===== src/rtl/spike_event_arbiter.sv =====
// Spike event arbiter: timestamps per-neuron spike strobes, serialises them
// round-robin into a first-word-fall-through event FIFO read with valid/ready.
module spike_event_arbiter #(
    parameter int NUM_NEURONS = 8,
    parameter int TIME_WIDTH  = 16,
    parameter int FIFO_DEPTH  = 16,
    parameter int DROP_WIDTH  = 8
) (
    input  logic                             clk,
    input  logic                             reset,
    input  logic [NUM_NEURONS-1:0]           spike_valid,
    input  logic [NUM_NEURONS-1:0]           spike_on_off,
    input  logic                             time_enable,
    output logic                             event_valid,
    input  logic                             event_ready,
    output logic [$clog2(NUM_NEURONS)-1:0]   event_addr,
    output logic                             event_on_off,
    output logic [TIME_WIDTH-1:0]            event_time,
    output logic [$clog2(FIFO_DEPTH):0]      fifo_level,
    output logic                             overflow,
    output logic [DROP_WIDTH-1:0]            drop_count
);

    localparam int ADDR_W = $clog2(NUM_NEURONS);
    localparam int PTR_W  = $clog2(FIFO_DEPTH);
    localparam int LVL_W  = PTR_W + 1;
    localparam int CNT_W  = $clog2(NUM_NEURONS + 1);

    logic [TIME_WIDTH-1:0]  timestamp;

    logic [NUM_NEURONS-1:0] pending;
    logic [NUM_NEURONS-1:0] pend_on_off;
    logic [TIME_WIDTH-1:0]  pend_time [NUM_NEURONS];

    logic [ADDR_W-1:0]      rr_ptr;
    logic [ADDR_W-1:0]      grant_idx;
    logic                   grant_valid;
    logic [NUM_NEURONS-1:0] grant_onehot;
    logic [NUM_NEURONS-1:0] drop_vec;
    logic [CNT_W-1:0]       drop_num;
    logic [DROP_WIDTH:0]    drop_sum;

    logic [ADDR_W-1:0]      fifo_addr    [FIFO_DEPTH];
    logic                   fifo_on_off  [FIFO_DEPTH];
    logic [TIME_WIDTH-1:0]  fifo_time    [FIFO_DEPTH];
    logic [PTR_W-1:0]       wr_ptr;
    logic [PTR_W-1:0]       rd_ptr;
    logic [LVL_W-1:0]       level;
    logic                   fifo_full;
    logic                   push;
    logic                   pop;

    // Neuron index reached by stepping k places past base, wrapping at NUM_NEURONS.
    function automatic logic [ADDR_W-1:0] rr_index(input logic [ADDR_W-1:0] base, input int k);
        int sum;
        sum = int'(base) + k;
        if (sum >= NUM_NEURONS) begin
            sum = sum - NUM_NEURONS;
        end
        return ADDR_W'(sum);
    endfunction

    always_ff @(posedge clk) begin
        if (reset) begin
            timestamp <= '0;
        end else if (time_enable) begin
            timestamp <= timestamp + 1'b1;
        end
    end

    assign fifo_full = (level == LVL_W'(FIFO_DEPTH));

    // Fullness is judged on the cycle-start level, so a same-cycle pop never frees a slot early.
    always_comb begin
        grant_valid = 1'b0;
        grant_idx   = '0;
        if (!fifo_full) begin
            for (int k = 0; k < NUM_NEURONS; k++) begin
                if (!grant_valid && pending[rr_index(rr_ptr, k)]) begin
                    grant_valid = 1'b1;
                    grant_idx   = rr_index(rr_ptr, k);
                end
            end
        end
    end

    always_comb begin
        grant_onehot = '0;
        drop_vec     = '0;
        drop_num     = '0;
        for (int i = 0; i < NUM_NEURONS; i++) begin
            grant_onehot[i] = grant_valid && (grant_idx == ADDR_W'(i));
            drop_vec[i]     = spike_valid[i] && pending[i] && !grant_onehot[i];
            drop_num        = drop_num + CNT_W'(drop_vec[i]);
        end
        drop_sum = {1'b0, drop_count} + (DROP_WIDTH + 1)'(drop_num);
    end

    // A spike on a neuron being granted this cycle refills its slot; otherwise a busy slot drops it.
    always_ff @(posedge clk) begin
        if (reset) begin
            pending     <= '0;
            pend_on_off <= '0;
            for (int i = 0; i < NUM_NEURONS; i++) begin
                pend_time[i] <= '0;
            end
        end else begin
            for (int i = 0; i < NUM_NEURONS; i++) begin
                if (spike_valid[i] && !drop_vec[i]) begin
                    pending[i]     <= 1'b1;
                    pend_on_off[i] <= spike_on_off[i];
                    pend_time[i]   <= timestamp;
                end else if (grant_onehot[i]) begin
                    pending[i] <= 1'b0;
                end
            end
        end
    end

    always_ff @(posedge clk) begin
        if (reset) begin
            rr_ptr <= '0;
        end else if (grant_valid) begin
            rr_ptr <= (grant_idx == ADDR_W'(NUM_NEURONS - 1)) ? '0 : grant_idx + 1'b1;
        end
    end

    always_ff @(posedge clk) begin
        if (reset) begin
            overflow   <= 1'b0;
            drop_count <= '0;
        end else if (|drop_vec) begin
            overflow   <= 1'b1;
            drop_count <= drop_sum[DROP_WIDTH] ? '1 : drop_sum[DROP_WIDTH-1:0];
        end
    end

    assign push = grant_valid;
    assign pop  = event_valid && event_ready;

    // Storage is left unreset; the head outputs are masked while the FIFO is empty.
    always_ff @(posedge clk) begin
        if (push) begin
            fifo_addr[wr_ptr]   <= grant_idx;
            fifo_on_off[wr_ptr] <= pend_on_off[grant_idx];
            fifo_time[wr_ptr]   <= pend_time[grant_idx];
        end
    end

    always_ff @(posedge clk) begin
        if (reset) begin
            wr_ptr <= '0;
            rd_ptr <= '0;
            level  <= '0;
        end else begin
            if (push) begin
                wr_ptr <= wr_ptr + 1'b1;
            end
            if (pop) begin
                rd_ptr <= rd_ptr + 1'b1;
            end
            if (push && !pop) begin
                level <= level + 1'b1;
            end else if (pop && !push) begin
                level <= level - 1'b1;
            end
        end
    end

    assign event_valid  = (level != '0);
    assign event_addr   = event_valid ? fifo_addr[rd_ptr]   : '0;
    assign event_on_off = event_valid ? fifo_on_off[rd_ptr] : 1'b0;
    assign event_time   = event_valid ? fifo_time[rd_ptr]   : '0;
    assign fifo_level   = level;

endmodule


===== config.mk =====
export PLATFORM = sky130hd
export DESIGN_NAME = spike_event_arbiter
export DESIGN_NICKNAME = d
export VERILOG_FILES = /design/src/rtl/spike_event_arbiter.sv
export SDC_FILE = /design/constraint.sdc
export NUM_CORES = 1
export LEC_CHECK = 0
export CAP_MARGIN = 20
export CORE_MARGIN = 2
export CORE_UTILIZATION = 30
export DETAILED_ROUTE_END_ITERATION = 12
export PLACE_DENSITY = 0.45
export SLEW_MARGIN = 25
export SYNTH_ARGS = -nofsm -noshare
export SYNTH_HDL_FRONTEND = slang
export SYNTH_SLANG_ARGS = --single-unit
export TNS_END_PERCENT = 5

===== constraint.sdc =====
create_clock -name clk -period 8.6 [get_ports clk]
set_clock_uncertainty 0.1 [all_clocks]
set_input_delay 1.72 -clock clk [delete_from_list [all_inputs] [get_ports clk]]
set_output_delay 1.72 -clock clk [all_outputs]
set_load 0.01 [all_outputs]

==> flow_metrics.env <==
export IMPL_std_cell_rows=99
export IMPL_crit_required_ps=8970
export IMPL_period_share=0.868
export IMPL_setup_viol=0
export IMPL_cap_violations=0
export IMPL_syn_nets=1516
export IMPL_multi_input_area_um2=6730
export IMPL_mostFrequentLayoutCell="edfxtp_1"
export IMPL_ir_drop_v=0.000432
export IMPL_drtPass1Iterations=6
export IMPL_cts_tree="done"
export IMPL_vias=12414
export IMPL_htreeDepth=2
export IMPL_ys_warn_count=0
export IMPL_grt_start_max_net_pins=75
export IMPL_drv_slew=0
export IMPL_nNetsFinal=1592
export IMPL_maxSlewHeadroom=0.334
export IMPL_fmax_ghz=0.134
export IMPL_power_leakage_nw=8.72
export IMPL_drt_iter0_markers=971
export IMPL_io_pins=55
export IMPL_synth_area_per_cell_um2=14.9
export IMPL_synth_cells=1468
export IMPL_gr_usage_all_layers=0.147
export IMPL_clkTransAtPathRegs_ps=60
export IMPL_setup_tns_ps=0
export IMPL_synthSimpleGateAreaFrac=0.100
export IMPL_antenna_found_initial=0
export IMPL_io_buffers=54
export IMPL_area_growth_pct=16.2
export IMPL_hold_class="reg -> reg"
export IMPL_setup_ws_ps=1140
export IMPL_dp_final_hpwl_um=32000
export IMPL_synth_main_ff_cell="edfxtp_1"
export IMPL_synth_top_family_by_area="multiplexers"
export IMPL_diodes=0
export IMPL_start_util=0.302
export IMPL_placeableCoreArea_um2=72600
export IMPL_cts_resized=0
export IMPL_worst_pin_slew_ps=999
export IMPL_cts_sinks=509
export IMPL_end_kind="flip-flop"
export IMPL_grt_pass1_vias=12628
export IMPL_cts_max_path_buffers=3
export IMPL_place_gp_congestion=0.779
export IMPL_synthMuxAreaShare=0.129
export IMPL_ys_seq_area_frac=0.670
export IMPL_drc_errors=0
export IMPL_post_place_ws_ps=1120
export IMPL_die_w_um=274
export IMPL_rsz0062_at_grt="false"
export IMPL_status="completed"
export IMPL_startpoint_type="flip-flop"
export IMPL_power_density_nw_per_um2=455
export IMPL_synth_adder_area_share=0.0181
export IMPL_synth_ff_latch_count=509
export IMPL_cts_setup_buffers=0
export IMPL_syn_cell_area_um2=21900
export IMPL_cts_root_buf="clkbuf_16"
export IMPL_grt_pass1_wl_um=82300
export IMPL_die_y_um=274
export IMPL_synthXorXnorAreaFrac=0.0120
export IMPL_synth_edff_count=448
export IMPL_synth_cell_types=73
export IMPL_wl_per_cell_um=21.4
export IMPL_synth_compound_area_share=0.0454
export IMPL_grt_overflow_total=0
export IMPL_routed_via_density=4.88
export IMPL_arrival_ps=7830
export IMPL_crit_type="reg -> reg"
export IMPL_ff_latch_area_um2=14700
export IMPL_finalHoldViolations=0
export IMPL_mostFrequentLayoutCells="edfxtp_1 (448), nand2_1 (182), nor2_1 (152)"
export IMPL_synthArstFlopShare=0
export IMPL_clock_latency_ps=600
export IMPL_cts_made_buffers=55
export IMPL_routed_wl_um=54500
export IMPL_crit_path_max_fanout=25
export IMPL_fin_crit_ps=7460
export IMPL_cts_hold_buf=0
export IMPL_drive_above_1_share=0.175
export IMPL_dieArea_um2=75100
export IMPL_antenna_left=0
export IMPL_p_total_mw=11.6
export IMPL_fillerInstances=7087
-- cell families (layout without fill, tap and decap cells) --
kind of cell / count (synthesis) / after routing
adders and majority gates: 28 / 28
xor gates and xnor gates: 30 / 30
AOI/OAI and AO/OA: 137 / 137
buffers and inverters: 134 / 252
and+or+nand+nor: 491 / 491
muxes: 139 / 139
DFF: 509 / 509
-- cell usage after synthesis, types with 4 or more instances --
library cell / number / area (um^2)
buf_1: 15 / 56.3
nand4_1: 5 / 31.3
nand2_1: 182 / 683
fa_1: 6 / 120
nand2b_1: 28 / 175
a31oi_1: 6 / 37.5
ha_1: 22 / 275
a21o_1: 5 / 37.5
and3_1: 24 / 150
nor2_1: 156 / 586
a221oi_2: 4 / 60.1
edfxtp_1: 448 / 13500
dfxtp_1: 61 / 1220
nand3_1: 32 / 160
and2_1: 36 / 225
nor3_1: 9 / 45.0
a21oi_1: 25 / 125
xnor2_1: 8 / 70.1
o21ai_0: 42 / 210
inv_1: 45 / 169
mux4_2: 113 / 2540
mux2_2: 6 / 67.6
xor2_1: 22 / 193
buf_2: 12 / 60.1
a311o_1: 17 / 170
clkbuf_1: 56 / 210
mux2i_1: 19 / 190
-- state kept, by name (all words and copies together) (netlist names), named ones only --
name and flops:
overflow 1, fifo_on_off 16, pending 8, timestamp 16
pend_on_off 8, drop_count 8, fifo_level 5, fifo_addr 48
rr_ptr 3, fifo_time 256, wr_ptr 4, rd_ptr 4
pend_time 128
-- critical path: stages, from the launching register on --
cell	delay, ps
dfxtp_1	580
inv_1	130
ha_1	600
mux4_1	460
mux2_2	330
nor2_1	260
and3_1	240
a221o_2	280
buf_4	320
nand2_1	110
o311a_1	350
fa_1	510
inv_1	60
fa_1	530
inv_1	60
fa_1	500
fa_1	470
fa_1	410
a21o_1	170
a21o_1	190
and2_1	170
nand2_1	200
and3_1	210
a221oi_2	60
-- report_power, final --
part | total, mW | switching [mW] | internal, mW
sequential | 4.46 | 0.190 | 4.27
combinational | 4.85 | 3.21 | 1.63
clock | 2.27 | 0.966 | 1.30
-- final cells by class --
cell class,count,share of cell area
Multi-Input combinational cell,825,0.265
Inverter,47,0.00699
Sequential cell,509,0.578
Tap cell,959,0.0472
Clock buffer,69,0.0566
Timing Repair Buffer,106,0.0367
Clock inverter,30,0.0102
-- path summary, 6_finish.rpt --
path                                startpoint        endpoint  slack, ps  depth (start not counted)
worst max-delay path                 rr_ptr[0]   drop_count[5]       1140                         23
worst min-delay path            pend_on_off[6]  pend_on_off[6]        360                          2
worst max register to register       rr_ptr[0]   drop_count[5]       1140                         23
worst min register to register  pend_on_off[6]  pend_on_off[6]        360                          2
-- through the flow --
stage | hold slack (ps) | utilization | cell area, um^2 | cells
floorplan | 337 | - | 21900 | 1468
global placement | 347 | 0.327 | 23700 | 2445
detailed placement | 351 | 0.327 | 23700 | 2445
CTS | 360 | 0.350 | 25400 | 2544
global route | 410 | 0.350 | 25400 | 2545
finish | 364 | 0.350 | 25400 | 2545
-- layer usage --
metal,vias to the layer above,routed length (um),GRT usage
met1,6428,24700,0.198
met5,-,0,0
met4,0,1050,0.0385
met2,239,26700,0.248
met3,79,2040,0.0211
li1,5668,-,-
Power figures use the tool's default switching activity.
